### src/rtl/register_file_sweep.sv
// -----------------------------------------------------------------------------
// register_file_sweep
//
// Multi-port register file that initialises itself after reset. Once rst_n
// is released, the file is swept one register per clock. Register SP_IDX is
// loaded with SP_INIT and every other register is cleared. When the sweep
// finishes, ready rises and normal writes are accepted. Register 0 is
// hard-wired to read zero.
//
// Ports
//   clk       in   single clock, rising edge
//   rst_n     in   synchronous active-low reset
//   we3       in   write enable (ignored until ready)
//   a3        in   write address
//   wd3       in   write data
//   ra        in   NUM_RD flattened read addresses, port k at [k*ADDR_W +: ADDR_W]
//   rd        out  NUM_RD flattened read data,      port k at [k*DATA_W +: DATA_W]
//   dbg_addr  in   debug tap address
//   dbg_data  out  raw array content at dbg_addr (no forwarding, no gating)
//   ready     out  sweep complete, writes accepted
//
// state    | meaning
// ---------+----------------------------------------------------------
// ST_SWEEP | writing init values to registers[idx], idx counting up
// ST_RUN   | normal operation, terminal until reset
// -----------------------------------------------------------------------------
module register_file_sweep #(
    parameter int                 DATA_W  = 32,
    parameter int                 ADDR_W  = 5,
    parameter int                 NUM_RD  = 2,
    parameter int                 SP_IDX  = 2,
    parameter logic [DATA_W-1:0]  SP_INIT = 32'h7fffefe4,
    parameter int                 BYPASS  = 1
) (
    input  logic                       clk,
    input  logic                       rst_n,
    input  logic                       we3,
    input  logic [ADDR_W-1:0]          a3,
    input  logic [DATA_W-1:0]          wd3,
    input  logic [NUM_RD*ADDR_W-1:0]   ra,
    output logic [NUM_RD*DATA_W-1:0]   rd,
    input  logic [ADDR_W-1:0]          dbg_addr,
    output logic [DATA_W-1:0]          dbg_data,
    output logic                       ready
);

    localparam int              DEPTH    = 2 ** ADDR_W;
    localparam logic [ADDR_W-1:0] LAST_IDX = ADDR_W'(DEPTH - 1);
    localparam logic [ADDR_W-1:0] SP_ADDR  = ADDR_W'(SP_IDX);

    localparam logic [0:0] ST_SWEEP = 1'b0;
    localparam logic [0:0] ST_RUN   = 1'b1;

    logic [0:0]        state;
    logic [ADDR_W-1:0] idx;
    logic              ready_q;
    logic [DATA_W-1:0] regs [DEPTH];

    logic              wr_run;

    // A RUN write to address 0 is dropped so register 0 stays zero.
    assign wr_run = (state == ST_RUN) && we3 && (a3 != '0);

    always_ff @(posedge clk) begin
        if (!rst_n) begin
            state   <= ST_SWEEP;
            idx     <= '0;
            ready_q <= 1'b0;
        end else begin
            case (state)
                ST_SWEEP: begin
                    // idx stays at its last value when the sweep ends. It does not wrap.
                    if (idx == LAST_IDX) begin
                        state   <= ST_RUN;
                        ready_q <= 1'b1;
                    end else begin
                        idx <= idx + 1'b1;
                    end
                end
                default: begin
                    state <= ST_RUN;
                end
            endcase
        end
    end

    // The array has no reset. Writes are suppressed while rst_n is low.
    // Writes resume with the sweep on the first released edge.
    always_ff @(posedge clk) begin
        if (rst_n) begin
            if (state == ST_SWEEP) begin
                regs[idx] <= (idx == SP_ADDR) ? SP_INIT : '0;
            end else if (wr_run) begin
                regs[a3] <= wd3;
            end
        end
    end

    for (genvar k = 0; k < NUM_RD; k++) begin : g_rd
        logic [ADDR_W-1:0] ra_k;
        logic [DATA_W-1:0] rd_k;

        assign ra_k = ra[k*ADDR_W +: ADDR_W];

        always_comb begin
            rd_k = '0;
            if (ready_q && (ra_k != '0)) begin
                if ((BYPASS != 0) && wr_run && (a3 == ra_k)) begin
                    rd_k = wd3;
                end else begin
                    rd_k = regs[ra_k];
                end
            end
        end

        assign rd[k*DATA_W +: DATA_W] = rd_k;
    end

    assign dbg_data = regs[dbg_addr];
    assign ready    = ready_q;

endmodule

### config.mk
export PLATFORM = sky130hd
export DESIGN_NAME = register_file_sweep
export DESIGN_NICKNAME = d
export VERILOG_FILES = /design/src/rtl/register_file_sweep.sv
export SDC_FILE = /design/constraint.sdc
export NUM_CORES = 2
export LEC_CHECK = 0
export CORE_ASPECT_RATIO = 0.6
export CORE_MARGIN = 10
export CORE_UTILIZATION = 54
export CTS_CLUSTER_SIZE = 24
export DETAILED_ROUTE_END_ITERATION = 6
export PLACE_DENSITY = 0.71
export SLEW_MARGIN = 20
export SYNTH_ARGS = -nofsm -noshare
export SYNTH_HDL_FRONTEND = slang
export SYNTH_SLANG_ARGS = --single-unit
### constraint.sdc
create_clock -name clk -period 12.06 [get_ports clk]
set_clock_uncertainty 0.05 [all_clocks]
set_input_delay 2.412 -clock clk [delete_from_list [all_inputs] [get_ports clk]]
set_output_delay 2.412 -clock clk [all_outputs]
set_load 0.02 [all_outputs]
# Word level (Yosys, flattened, before mapping)

Memories as Yosys holds them, arrays and structs flattened.
Cells that the tools add are included.

Output and inout port bits: 97
Register bits: 7
Logic and storage cells: 40
Memory bits (writable): 1024
Memories kept: 1

Reductions and logical operators: 12
$add $sub $neg: 1
Eq/ne operators: 4
Mux-type cells: 17
Bitwise logic cells: 2

Memory list:

| memory | depth | width | rd ports | clocked after Yosys merged registers in | write ports | RTL line | source |
|---|---|---|---|---|---|---|---|
| regs   | 32    | 32    | 3        | 0                                       | 1           | 57       | `logic [DATA_W-1:0] regs [DEPTH];` |

Operators with widths:

| operator                                             | count |
|---|---|
| two-way mux 32 bit                                   | 5 |
| OR reduction 32 bit                                  | 1 |
| two-way mux 31 bit                                   | 1 |
| nonzero test 5 bit                                   | 3 |
| equality test 5 bit                                  | 2 |
| two-way mux 1 bit                                    | 10 |
| logical AND 1 bit                                    | 6 |
| adder 5 x 1 -> 5 bit (second input constant)         | 1 |
| equality test 5 x 2 -> 1 bit (second input constant) | 1 |
| equality test 5 bit (second input constant)          | 1 |
| two-way mux 5 bit                                    | 1 |
| AND reduction 2 bit                                  | 2 |
| NOT 1 bit                                            | 2 |

# Depth between registers and ports, before layout

Word-level depth: 8
Mapped depth: 9
Depth with buffers taken out: 7

# Worst setup path before layout

OpenSTA, ideal clock, no wires.

Path type: input port to output port
From: input ra[1]
To: output rd[10]
Setup slack: 5.284 ns
Data required time: 9.598 ns
Stages on the path: 8
Data arrival time: 4.314 ns
Path buffers: 4
Cells stage by stage: buf_2 buf_2 buf_2 buf_1 mux4_2 a211oi_1 a21oi_1 a221o_1

Longest elaborated chain between the ends: 4

RTL lines:

| element                                                                      | RTL line | source |
|---|---|---|
| start, declared                                                              | 40       | `input logic [NUM_RD*ADDR_W-1:0] ra,` |
| parallel branches: the longest is 3 deep, another holds memory (32 x 32 bit) | --       |  |
| two-way mux 32 bit (*)                                                       | 107      | `if (ready_q && (ra_k != '0)) begin` |
| end, declared                                                                | 41       | `output logic [NUM_RD*DATA_W-1:0] rd,` |

Every way passes the cells marked *.

# Worst setup path in the final report

From: input ra[2]
To: output rd[19]

The elaborated chain is that of the path after synthesis.

==> impl_metrics.json <==
{
  "status": "complete, no violations",
  "syn-instance-count": 3135,
  "cts_sinks": 1031,
  "hpwl_um": 100000,
  "ys_seq_elements": 1031,
  "power_leakage_nw": 20.1,
  "vias": 37500,
  "die_height_um": 272,
  "tns_ns": 0,
  "final_layout_size_suffix_gt1_share_pct": 31.8,
  "final-setup-viol-count": 0,
  "yosysWarningCount": 0,
  "finalNonFillerCells": 4661,
  "rsz0062_at_grt": "false",
  "initial_utilization_pct": 54.4,
  "cts_tree": "yes",
  "final_cell_mix": "edfxtp_1, mux4_2, mux2i_1, clkdlybuf4s50_1",
  "grt_pass1_wl_um": 274000,
  "worstMarginPinSlew_ns": 1.23,
  "syn_avg_cell_area_um2": 18.2,
  "multi_input_area_um2": 25000,
  "num-fill-cells": 7320,
  "syn_to_final_growth_pct": 10.8,
  "final_common_cell": "edfxtp_1",
  "post_cts_resize_count": 0,
  "layout_min_cycle_time_ns": 8.92,
  "synthesis.nets": 3193,
  "clk_latency_ns": 0.71,
  "whs_ns": 0.562,
  "postSynth.asyncResetShare_pct": 0,
  "clk_pin_slew_ns": 0.06,
  "post_cts_buffers": 0,
  "fmax_mhz": 112,
  "synth_flop_cell": "edfxtp_1",
  "placedCellCount": 4474,
  "crit_arrival_ns": 6.46,
  "track_usage_pct": 31.7,
  "numCtsBuffers": 98,
  "io_buffers": 151,
  "synth_edf_count": 1024,
  "ios": 152,
  "htreeDepth": 3,
  "wl_per_cell_um": 41.4,
  "viasPerCell": 8.05,
  "drcViolationCount": 0,
  "place.gp.congestion": 0.854,
  "grt_pass1_vias": 37700,
  "root_buffer": "clkbuf_16",
  "fin_crit_sh_pct": 74.0,
  "crit_fanout": 69,
  "cts_hold_buf": 0,
  "worstPathRequired_ns": 9.60,
  "synth_area_um2": 57000,
  "routed_wl_um": 193000,
  "dr.pass1.iters": 6,
  "p_total_mw": 8.14,
  "fin_nets": 3223,
  "hold_class": "register to register",
  "p_per_area_nw_per_um2": 129,
  "die_width_um": 440,
  "min_path_cells": 2,
  "core_area_um2": 105000,
  "final_hold_viol_count": 0,
  "worst-r2r-cell-count": 6,
  "drt_iter0_drc": 6450,
  "ant_nets": 0,
  "yosysUniqueCellTypes": 49,
  "num_rows": 92,
  "die_area_um2": 119000,
  "grt_start_max_net_pins": 137,
  "worstSetupPathType": "primary input to output pin",
  "regArea_um2": 30900,
  "peakVddDrop_v": 0.000121,
  "drv_cap": 0,
  "ctsLongestPathBuffers": 3,
  "end_kind": "output pin",
  "grt_overflow": 0,
  "finalMaxSlewViolations": 0,
  "antenna_found_initial": 5,
  "start_kind": "primary input",
  "synth-seq-area-share_pct": 54.2,
  "maxSlewHeadroom_pct": 18.2
}
-- registers in the layout, summed over array words and instances (netlist names) --
name,count
ready,1
state,1
idx,5
regs,1024
-- where the power goes --
group          internal, mW  switching [mW]
registers              4.00          0.0172
logic                 0.395           0.555
clock network          1.75            1.43
total                  6.14            2.00
-- cell usage after synthesis (7+ instances only) --
cell / count / share of area [%]
a211oi_1: 64 / 0.84
a21o_1: 26 / 0.34
a21oi_1: 129 / 1.1
a221o_1: 64 / 1.1
a221oi_1: 128 / 2.0
a22oi_1: 64 / 0.84
and2_1: 9 / 0.099
buf_1: 25 / 0.16
buf_2: 96 / 0.84
buf_4: 32 / 0.42
buf_6: 7 / 0.14
clkbuf_1: 146 / 0.96
dfxtp_1: 7 / 0.25
edfxtp_1: 1024 / 54
inv_1: 8 / 0.053
mux2_2: 33 / 0.65
mux2i_1: 323 / 5.7
mux4_2: 704 / 28
nand2_1: 18 / 0.12
nor2_1: 42 / 0.28
nor2b_1: 69 / 0.76
o21bai_1: 64 / 0.84
xnor2_1: 13 / 0.20
-- stage by stage --
stage,setup WS [ns],area [µm²],util [%]
after floorplan,5.28,57000,-
after global placement,3.34,60000,57.2
after detailed placement,3.32,60000,57.2
after CTS,3.28,63200,60.2
after global routing,3.15,63200,60.2
final,3.14,63200,60.3
-- per-layer routing --
layer / global-route usage (%) / part of all wire [%]
met4: 13.0 / 4.7
met3: 11.6 / 16
met1: 43.4 / 35
met2: 46.0 / 44
met5: 0 / 0.018
-- cell type report --
class	count	area share (%)
repair buffers	236	3.63
flip-flops and latches	1031	48.9
diodes	7	0.0277
clock inverters	72	1.08
inverters	8	0.0475
well taps	1410	2.79
clock buffers	107	3.93
multi-input cells	1790	39.6
-- final timing paths --
path / start / end / slack [ns]
worst max-delay path: ra[2] / rd[19] / 3.14
worst max register to register: state / regs[22][16] / 7.73
worst min register to register: idx[4] / idx[4] / 0.56
worst min-delay path: idx[4] / idx[4] / 0.56
-- worst max-delay path, stage by stage --
cell	delay, ns
buf_6	0.53
buf_4	0.76
xnor2_1	0.20
nand4_1	0.21
o311ai_4	0.30
buf_4	0.74
a21oi_1	0.18
a221o_1	0.37
clkdlybuf4s50_1	0.56
-- kinds of logic after synthesis --
family | count (synthesis) | share of synthesized area (%)
buffers and inverters | 314 | 2.58
adders and majority gates | 3 | 0.0658
xor gates and xnor gates | 13 | 0.200
AOI/OAI and AO/OA | 557 | 7.36
muxes | 1060 | 34.1
DFF | 1031 | 54.2
and+or+nand+nor | 157 | 1.49
(Power assumes the default switching activity.)
